--- config.mk ---
export PLATFORM = sky130hd
export DESIGN_NAME = key_beep_ctrl_flat
export DESIGN_NICKNAME = d
export VERILOG_FILES = /design/src/rtl/key_beep_if.sv /design/src/rtl/key_beep_ctrl.sv /design/src/flat_wrapper.sv
export SDC_FILE = /design/constraint.sdc
export NUM_CORES = 1
export LEC_CHECK = 0
export ABC_AREA = 1
export ABC_CLOCK_PERIOD_IN_PS = 4700
export CAP_MARGIN = 5
export CORE_MARGIN = 4
export CORE_UTILIZATION = 35
export CTS_BUF_LIST = sky130_fd_sc_hd__clkbuf_4 sky130_fd_sc_hd__clkbuf_8
export CTS_CLUSTER_SIZE = 10
export DETAILED_ROUTE_END_ITERATION = 10
export HOLD_SLACK_MARGIN = 0.03
export PLACE_DENSITY = 0.54
export SETUP_SLACK_MARGIN = 0.15
export SYNTH_ARGS = -nofsm -noshare
export SYNTH_HDL_FRONTEND = slang
export SYNTH_SLANG_ARGS = --single-unit
--- constraint.sdc ---
create_clock -name sys_clk -period 4.7 [get_ports sys_clk]
set_input_delay 0.47 -clock sys_clk [delete_from_list [all_inputs] [get_ports sys_clk]]
set_output_delay 0.47 -clock sys_clk [all_outputs]
set_load 0.005 [all_outputs]
--- src/rtl/key_beep_if.sv ---
// Key-to-buzzer link: debounced key strobe/level in, buzzer drive and status out.
// The master is the key-event source, and the slave is the beep controller.
interface key_beep_if #(
    parameter int PEND_W = 3
);
    logic              key_flag;
    logic              key_value;
    logic              beep;
    logic              busy;
    logic [PEND_W-1:0] pend_cnt;

    modport master (
        output key_flag,
        output key_value,
        input  beep,
        input  busy,
        input  pend_cnt
    );

    modport slave (
        input  key_flag,
        input  key_value,
        output beep,
        output busy,
        output pend_cnt
    );
endinterface

--- src/rtl/key_beep_ctrl.sv ---
// Buffers debounced key presses in a saturating counter and plays one square-wave
// tone burst, followed by a silent gap, on the buzzer for each buffered press.
module key_beep_ctrl #(
    parameter int TONE_DIV    = 12500,
    parameter int BURST_CYC   = 5000000,
    parameter int GAP_CYC     = 2500000,
    parameter int PEND_W      = 3,
    parameter int BEEP_ACTIVE = 1
) (
    input  logic       sys_clk,
    input  logic       rst_n,
    key_beep_if.slave  kb
);
    typedef enum logic [1:0] {
        IDLE = 2'd0,
        TONE = 2'd1,
        GAP  = 2'd2
    } state_t;

    localparam logic              BEEP_ON    = (BEEP_ACTIVE != 0);
    localparam logic              BEEP_OFF   = ~BEEP_ON;
    localparam logic [31:0]       DIV_LAST   = 32'(TONE_DIV - 1);
    localparam logic [31:0]       BURST_LAST = 32'(BURST_CYC - 1);
    localparam logic [31:0]       GAP_LAST   = 32'(GAP_CYC - 1);
    localparam logic [PEND_W-1:0] PEND_MAX   = {PEND_W{1'b1}};

    state_t            state;
    logic [31:0]       dur_cnt;
    logic [31:0]       div_cnt;
    logic [31:0]       gap_cnt;
    logic [PEND_W-1:0] pend;
    logic              beep_q;
    logic              busy_q;

    logic              press;
    logic              tone_done;
    logic              gap_done;
    logic              burst_start;

    // A simultaneous press and burst start cancel; saturation drops the press.
    function automatic logic [PEND_W-1:0] pend_next(
        input logic [PEND_W-1:0] cur,
        input logic              inc,
        input logic              dec
    );
        logic [PEND_W-1:0] nxt;
        nxt = cur;
        if (inc && !dec) begin
            if (cur != PEND_MAX)
                nxt = cur + PEND_W'(1);
        end else if (dec && !inc) begin
            if (cur != '0)
                nxt = cur - PEND_W'(1);
        end
        return nxt;
    endfunction

    assign press       = kb.key_flag & ~kb.key_value;
    assign tone_done   = (state == TONE) && (dur_cnt == BURST_LAST);
    assign gap_done    = (state == GAP) && (gap_cnt == GAP_LAST);
    assign burst_start = (pend != '0) && ((state == IDLE) || gap_done);

    always_ff @(posedge sys_clk or negedge rst_n) begin
        if (!rst_n) begin
            state   <= IDLE;
            dur_cnt <= '0;
            div_cnt <= '0;
            gap_cnt <= '0;
            pend    <= '0;
            beep_q  <= BEEP_OFF;
            busy_q  <= 1'b0;
        end else begin
            pend <= pend_next(pend, press, burst_start);

            case (state)
                IDLE: begin
                    if (burst_start) begin
                        state   <= TONE;
                        busy_q  <= 1'b1;
                        beep_q  <= BEEP_ON;
                        dur_cnt <= '0;
                        div_cnt <= '0;
                        gap_cnt <= '0;
                    end
                end

                TONE: begin
                    // Burst length is fixed by dur_cnt, independent of the tone phase.
                    if (tone_done) begin
                        state   <= GAP;
                        beep_q  <= BEEP_OFF;
                        dur_cnt <= '0;
                        div_cnt <= '0;
                        gap_cnt <= '0;
                    end else begin
                        dur_cnt <= dur_cnt + 32'd1;
                        if (div_cnt == DIV_LAST) begin
                            div_cnt <= '0;
                            beep_q  <= ~beep_q;
                        end else begin
                            div_cnt <= div_cnt + 32'd1;
                        end
                    end
                end

                GAP: begin
                    if (gap_done) begin
                        gap_cnt <= '0;
                        if (burst_start) begin
                            state   <= TONE;
                            busy_q  <= 1'b1;
                            beep_q  <= BEEP_ON;
                            dur_cnt <= '0;
                            div_cnt <= '0;
                        end else begin
                            state  <= IDLE;
                            busy_q <= 1'b0;
                            beep_q <= BEEP_OFF;
                        end
                    end else begin
                        gap_cnt <= gap_cnt + 32'd1;
                    end
                end

                default: begin
                    state   <= IDLE;
                    busy_q  <= 1'b0;
                    beep_q  <= BEEP_OFF;
                    dur_cnt <= '0;
                    div_cnt <= '0;
                    gap_cnt <= '0;
                end
            endcase
        end
    end

    assign kb.beep     = beep_q;
    assign kb.busy     = busy_q;
    assign kb.pend_cnt = pend;

endmodule

--- src/flat_wrapper.sv ---
// flat-port wrapper written by rule: the top's interface ports become plain ports
module key_beep_ctrl_flat 
#(
    parameter int TONE_DIV    = 12500,
    parameter int BURST_CYC   = 5000000,
    parameter int GAP_CYC     = 2500000,
    parameter int PEND_W      = 3,
    parameter int BEEP_ACTIVE = 1
)
  (sys_clk, rst_n, kb_key_flag, kb_key_value, kb_beep, kb_busy, kb_pend_cnt);
  key_beep_if #(.PEND_W(PEND_W)) kb_i ();
  input  logic sys_clk;
  input  logic rst_n;
  input wire logic [$bits(kb_i.key_flag)-1:0] kb_key_flag;
  input wire logic [$bits(kb_i.key_value)-1:0] kb_key_value;
  output wire logic [$bits(kb_i.beep)-1:0] kb_beep;
  output wire logic [$bits(kb_i.busy)-1:0] kb_busy;
  output wire logic [$bits(kb_i.pend_cnt)-1:0] kb_pend_cnt;
  assign kb_i.key_flag = kb_key_flag;
  assign kb_i.key_value = kb_key_value;
  assign kb_beep = kb_i.beep;
  assign kb_busy = kb_i.busy;
  assign kb_pend_cnt = kb_i.pend_cnt;
  key_beep_ctrl #(.TONE_DIV(TONE_DIV), .BURST_CYC(BURST_CYC), .GAP_CYC(GAP_CYC), .PEND_W(PEND_W), .BEEP_ACTIVE(BEEP_ACTIVE)) u_core (.sys_clk(sys_clk), .rst_n(rst_n), .kb(kb_i));
endmodule
---- Word level (Yosys, flattened, before mapping) ----
Cells that the tools add are included.
word-level totals
  bits in registers ....................... 103
  input bits .............................. 4
operators by class
  $add $sub $neg .......................... 5
  equality and inequality tests ........... 11
  mux-type cells .......................... 29
  bitwise operators ....................... 4
  reduce and logical (&&, ||, !) cells .... 17
operators by type and width
  kind                   count
  $mux 32                10
  $pmux 32 s3            3
  $add 32x1->32 const B  3
  $eq 32x14->1 const B   1
  $eq 32x22->1 const B   1
  $eq 32x23->1 const B   1
  $mux 3                 4
  $reduce_and 3->1       4
  $mux 1                 6
  $mux 2                 3
  $ne 2x1->1 const B     3
  $pmux 1 s3             2
  $pmux 2 s3             1
  $logic_and 1x1->1      5
  $reduce_bool 2->1      2
  $add 3x1->3 const B    1
  $ne 3x2->1 const B     1
  $ne 3x3->1 const B     1
  $not 1->1              3
  $reduce_bool 3->1      1
  $sub 3x1->3 const B    1
  $eq 2x1->1 const B     1
  $eq 2x2->1 const B     1
  $logic_not 1->1        2
  other kinds (5)        5

---- Depth between registers and ports, before layout ----
  depth in word-level cells ............... 8
  depth in mapped cells ................... 15
  depth with buffers taken out ............ 15

---- Least setup slack after synthesis ----
OpenSTA, ideal clock, no wires.
  path type ............................... reg-to-reg
  from .................................... reg u_core.gap_cnt[0]
  to ...................................... reg u_core.pend[2], in the netlist u_core.kb.pend_cnt[2]
  library setup time ...................... 0.117 ns
  arrival time ............................ 1.827 ns
  slack ................................... 2.756 ns
  cell stages (with the launch flop) ...... 15
  path buffers ............................ 0
  period minus slack after synthesis ...... 1.944 ns
  cells stage by stage .................... dfrtp_1 > ha_1 > nand2_2 > nor2_4 > nand3_2 > nor2_1 > nand2_1 > nand2_2 > nand2_4 > nand2_1 > fa_1 > nand2_1 > nand2_1 > nand3_1 > nand2_1
on the way
  cells in the longest elaborated chain, start to end .. 8
ends and longest elaborated chain
  item                                                              RTL line              RTL
  from (decl)                                                       key_beep_ctrl.sv:30   logic [31:0] gap_cnt;
  from (signal assigned)                                            key_beep_ctrl.sv:121  gap_cnt <= gap_cnt + 32'd1;
  $eq 32x22->1 (*)                                                  key_beep_ctrl.sv:60   assign gap_done = (state == GAP) && (gap_cnt == GAP_LAST);
  $logic_and 1x1->1 (*)                                             key_beep_ctrl.sv:60
  $logic_or 1x1->1 (*)                                              key_beep_ctrl.sv:61   assign burst_start = (pend != '0) && ((state == IDLE) || gap_done);
  $logic_and 1x1->1 (*)                                             key_beep_ctrl.sv:61
  $logic_not 1->1                                                   key_beep_ctrl.sv:48   if (inc && !dec) begin
  $logic_and 1x1->1                                                 key_beep_ctrl.sv:48
  $ne 2x2->1 (no line) / $reduce_bool 2->1 (equally long branches)  n/a
  $reduce_and 3->1 (no line)                                        n/a
  to (signal assigned)                                              key_beep_ctrl.sv:73   pend <= pend_next(pend, press, burst_start);
  to (decl)                                                         key_beep_ctrl.sv:31   logic [PEND_W-1:0] pend;
Mark *: on every way between the ends. The rest lies on a longest branch, timed or not.
A chain may end at the register's enable or synchronous reset.

---- Worst setup path after layout ----
  from .................................... reg u_core.dur_cnt[1]
  to ...................................... reg u_core.gap_cnt[27]
on the way
  cells in the longest elaborated chain, start to end .. 4
ends and longest elaborated chain
  item                        RTL line             RTL
  from (decl)                 key_beep_ctrl.sv:28  logic [31:0] dur_cnt;
  from (signal assigned)      key_beep_ctrl.sv:96  dur_cnt <= dur_cnt + 32'd1;
  $eq 32x23->1                key_beep_ctrl.sv:59  assign tone_done = (state == TONE) && (dur_cnt == BURST_LAST);
  $logic_and 1x1->1           key_beep_ctrl.sv:59
  $ne 2x1->1 (no line)        n/a
  $reduce_and 2->1 (no line)  n/a
Every way passes these cells.

==> results.json <==
{
  "cts_root_buffer": "sky130_fd_sc_hd__clkbuf_8",
  "avg_inst_size_synth_sq_um": 6.82,
  "grt_pass1_vias": 6138,
  "multi_input_area_sq_um": 3730,
  "detailed_place_hpwl_microns": 14400,
  "final-instance-count-excl-fill": 1265,
  "number_of_instances_in_the_placed_design": 1249,
  "achievable-frequency_mhz": 375,
  "share_of_cells_above_drive_strength_1_pct": 3.98,
  "area_growth_pct": 7.09,
  "p_leak_nw": 2.93,
  "detailedPlace.worstSlack_ns": 2.01,
  "synthTopCellsByCount": "sky130_fd_sc_hd__nand2_1, sky130_fd_sc_hd__nor2_1, sky130_fd_sc_hd__inv_1, sky130_fd_sc_hd__dfrtp_1, sky130_fd_sc_hd__nand3_1",
  "drt_first_pass_iters": 6,
  "yosys_most_used_dff": "sky130_fd_sc_hd__dfrtp_1",
  "floorplan.rows": 50,
  "regToRegSetupSlack_ns": 2.04,
  "drt_iter0_markers": 537,
  "cts_inserted_buffers": 9,
  "route.vias.total": 6471,
  "synth_top_family_by_area": "simple AND/OR/NAND/NOR gates",
  "core-area_sq_um": 19000,
  "relSlewSlack_pct": 27.3,
  "filler_cell_count_in_the_final_layout": 2041,
  "compound_cell_area_share_of_the_yosys_netlist_pct": 7.62,
  "layout.area.seq_sq_um": 2580,
  "critPathKind": "reg2reg",
  "synth_cell_type_count": 36,
  "n_antenna_cell": 0,
  "unrepaired_setup_endpoints_after_global_routing": "false",
  "die_area_sq_um": 21800,
  "maximum_number_of_pins_on_one_net_before_global_route_repair": 62,
  "worst_vdd_rail_ir_drop_mv": 0.242,
  "ctsLongestPathBuffers": 2,
  "cts_tree": "done",
  "critPathMaxFanout": 33,
  "worst_setup_path_end_kind": "flip-flop",
  "globalRoute.busiestLayer": "met2",
  "final-setup-viol-count": 0,
  "worst_hold_check_slack_ns": 0.0960,
  "cts.reportedPaths.clkPinSlew_ns": 0.11,
  "synth_seq_area_share_pct": 37.7,
  "post_cts_resize_count": 0,
  "gr-usage-met1_pct": 25.8,
  "final_hold_viol_count": 0,
  "groute.layer.met3.usage_pct": 2.79,
  "cts-htree-levels": 3,
  "postRouteWirelength_microns": 19600,
  "postCtsSetupBuffers": 0,
  "synthMuxAreaShare_pct": 0,
  "slew_viol_final": 0,
  "die_h_microns": 148,
  "yosys.area_share.xor_xnor_pct": 6.16,
  "yosys.area_share.simple_pct": 39.9,
  "synthesis.instances": 1001,
  "synth_enable_flop_cells": 0,
  "detail-route-antenna-nets": 0,
  "yosys.area.top_type_share_pct": 37.7,
  "cp_data_arrival_time_ns": 2.90,
  "boundaryPins": 9,
  "power.density_nw_per_um2": 321,
  "start_util_pct": 36.0,
  "clock_latency_ns": 0.40,
  "synth_nets": 1009,
  "finish.utilization_pct": 38.6,
  "design.final.nets": 1008,
  "required_ns": 4.94,
  "met2_capacity_usage_during_global_routing_pct": 29.7,
  "drc": 0,
  "synthMostInstantiatedCell": "sky130_fd_sc_hd__nand2_1",
  "grt_usage_pct": 18.4,
  "synth_area_leaders": "sky130_fd_sc_hd__dfrtp_1, sky130_fd_sc_hd__nand2_1, sky130_fd_sc_hd__nor2_1",
  "synth-seq-cells": 103,
  "ffs_w_async_s_r_synth_pct": 100,
  "port-buffer-count": 8,
  "worst_hold_path_type": "in2async",
  "wire_per_inst_microns": 15.5,
  "final.period_utilization_pct": 56.7,
  "vias_per_std_cell": 5.12,
  "timing.clock.skew_ns": 0.0167,
  "cap_violations": 0,
  "mappedNetlistArea_sq_um": 6830,
  "setup.worst_path.start_class": "flip-flop",
  "totalNegativeSetupSlack_ns": 0,
  "fp.dieW_microns": 148,
  "fin_ws_ns": 2.04,
  "outcome": "finished clean",
  "post_synth_fa_ha_maj_area_fraction_pct": 0.843,
  "routabilityCongestion": 0.927,
  "clock_sink_count": 103,
  "globalRouteOverflowTotal": 0,
  "grt_antenna_before_repair": 0,
  "finalCriticalPeriod_ns": 2.66,
  "grt_pass1_wl_microns": 32500,
  "cts_hold_buffers": 0,
  "synth_largest_area_cell": "sky130_fd_sc_hd__dfrtp_1",
  "ys.warnings.count": 0,
  "max_slew.worst_pin.slew_ns": 1.09
}
==> placed cells by master, fill, tap and decap left out, types with 3 or more instances in the layout <==
cell type                         instances
sky130_fd_sc_hd__o21ai_0                 66
sky130_fd_sc_hd__o22ai_1                 11
sky130_fd_sc_hd__or2_2                    5
sky130_fd_sc_hd__o21ai_1                  3
sky130_fd_sc_hd__xnor2_1                  5
sky130_fd_sc_hd__dfrtp_1                103
sky130_fd_sc_hd__clkdlybuf4s50_1          7
sky130_fd_sc_hd__o31ai_1                  7
sky130_fd_sc_hd__ha_1                     3
sky130_fd_sc_hd__nand2_1                281
sky130_fd_sc_hd__nand4_1                 52
sky130_fd_sc_hd__nor2_2                   3
sky130_fd_sc_hd__clkbuf_8                10
sky130_fd_sc_hd__nand3_1                 77
sky130_fd_sc_hd__clkinv_2                 3
sky130_fd_sc_hd__nor3_1                  53
sky130_fd_sc_hd__nand2_2                  4
sky130_fd_sc_hd__a21oi_1                  9
sky130_fd_sc_hd__xor2_1                  43
sky130_fd_sc_hd__nand3b_1                 3
sky130_fd_sc_hd__inv_1                  108
sky130_fd_sc_hd__nor2_4                   3
sky130_fd_sc_hd__nor2_1                 128
==> routing by layer <==
| metal | vias to the layer above | routed length (microns) | part of all wire [%] |
|---|---|---|---|
| met4 | 0 | 289 | 1.5 |
| met2 | 119 | 9120 | 47 |
| met5 | - | 0 | 0 |
| li1 | 3274 | - | - |
| met3 | 17 | 593 | 3.0 |
| met1 | 3061 | 9570 | 49 |
==> layout make-up <==
cell class              instances  area share [%]
flip-flops and latches        103            35.2
clock inverters                 6           0.582
well taps                     260            4.45
clock buffers                  10            1.88
inverters                     110            5.65
repair buffers                  9            1.16
multi-input cells             767            51.0
==> worst paths after layout <==
| kind | startpoint | end | depth (start not counted) |
|---|---|---|---|
| worst max-delay path | u_core.dur_cnt[1] | u_core.gap_cnt[27] | 10 |
| worst min-delay path | rst_n | u_core.gap_cnt[3] | 1 |
| worst max register to register | u_core.dur_cnt[1] | u_core.gap_cnt[27] | 10 |
| worst min register to register | u_core.kb.busy | u_core.kb.busy | 2 |
| max in group asynchronous | rst_n | u_core.dur_cnt[4] | 2 |
| min in group sys_clk | u_core.kb.busy | u_core.kb.busy | 2 |
==> report_power, final <==
group	internal, W	total [W]	switching [W]
Combinational	0.000173	0.000768	0.000595
Sequential	0.000944	0.00102	0.0000732
Clock	0.000211	0.000559	0.000349
Total	0.00133	0.00234	0.00102
==> through the flow <==
stage	total power, W	cell area [sq um]
2_1_floorplan	0.00159	6830
3_3_place_gp	0.00181	7130
3_5_place_dp	0.00182	7130
4_1_cts	0.00239	7310
5_1_grt	0.00251	7310
6_report	0.00234	7310
==> critical path: stages, from the launching register on <==
cell and delay [ns]:
sky130_fd_sc_hd__dfrtp_1 0.41, sky130_fd_sc_hd__ha_1 0.23, sky130_fd_sc_hd__inv_1 0.09, sky130_fd_sc_hd__nor2_4 0.16, sky130_fd_sc_hd__nand4_1 0.11, sky130_fd_sc_hd__nor2_1 0.14, sky130_fd_sc_hd__nand2_2 0.43, sky130_fd_sc_hd__nand2_4 0.28
sky130_fd_sc_hd__nand2_2 0.40, sky130_fd_sc_hd__nand2_1 0.15, sky130_fd_sc_hd__o21ai_0 0.10
==> kinds of logic after synthesis <==
group,Yosys count
and+or+nand+nor,618
xor gates and xnor gates,48
AOI/OAI and AO/OA,97
adders and majority gates,4
buffers and inverters,131
DFF,103
==> state kept, by name, summed over array words and instances (netlist names) <==
name                cells
u_core.div_cnt         32
u_core.dur_cnt         32
u_core.gap_cnt         32
u_core.kb.beep          1
u_core.kb.busy          1
u_core.kb.pend_cnt      3
u_core.state            2
Power figures use the tool's default switching activity.
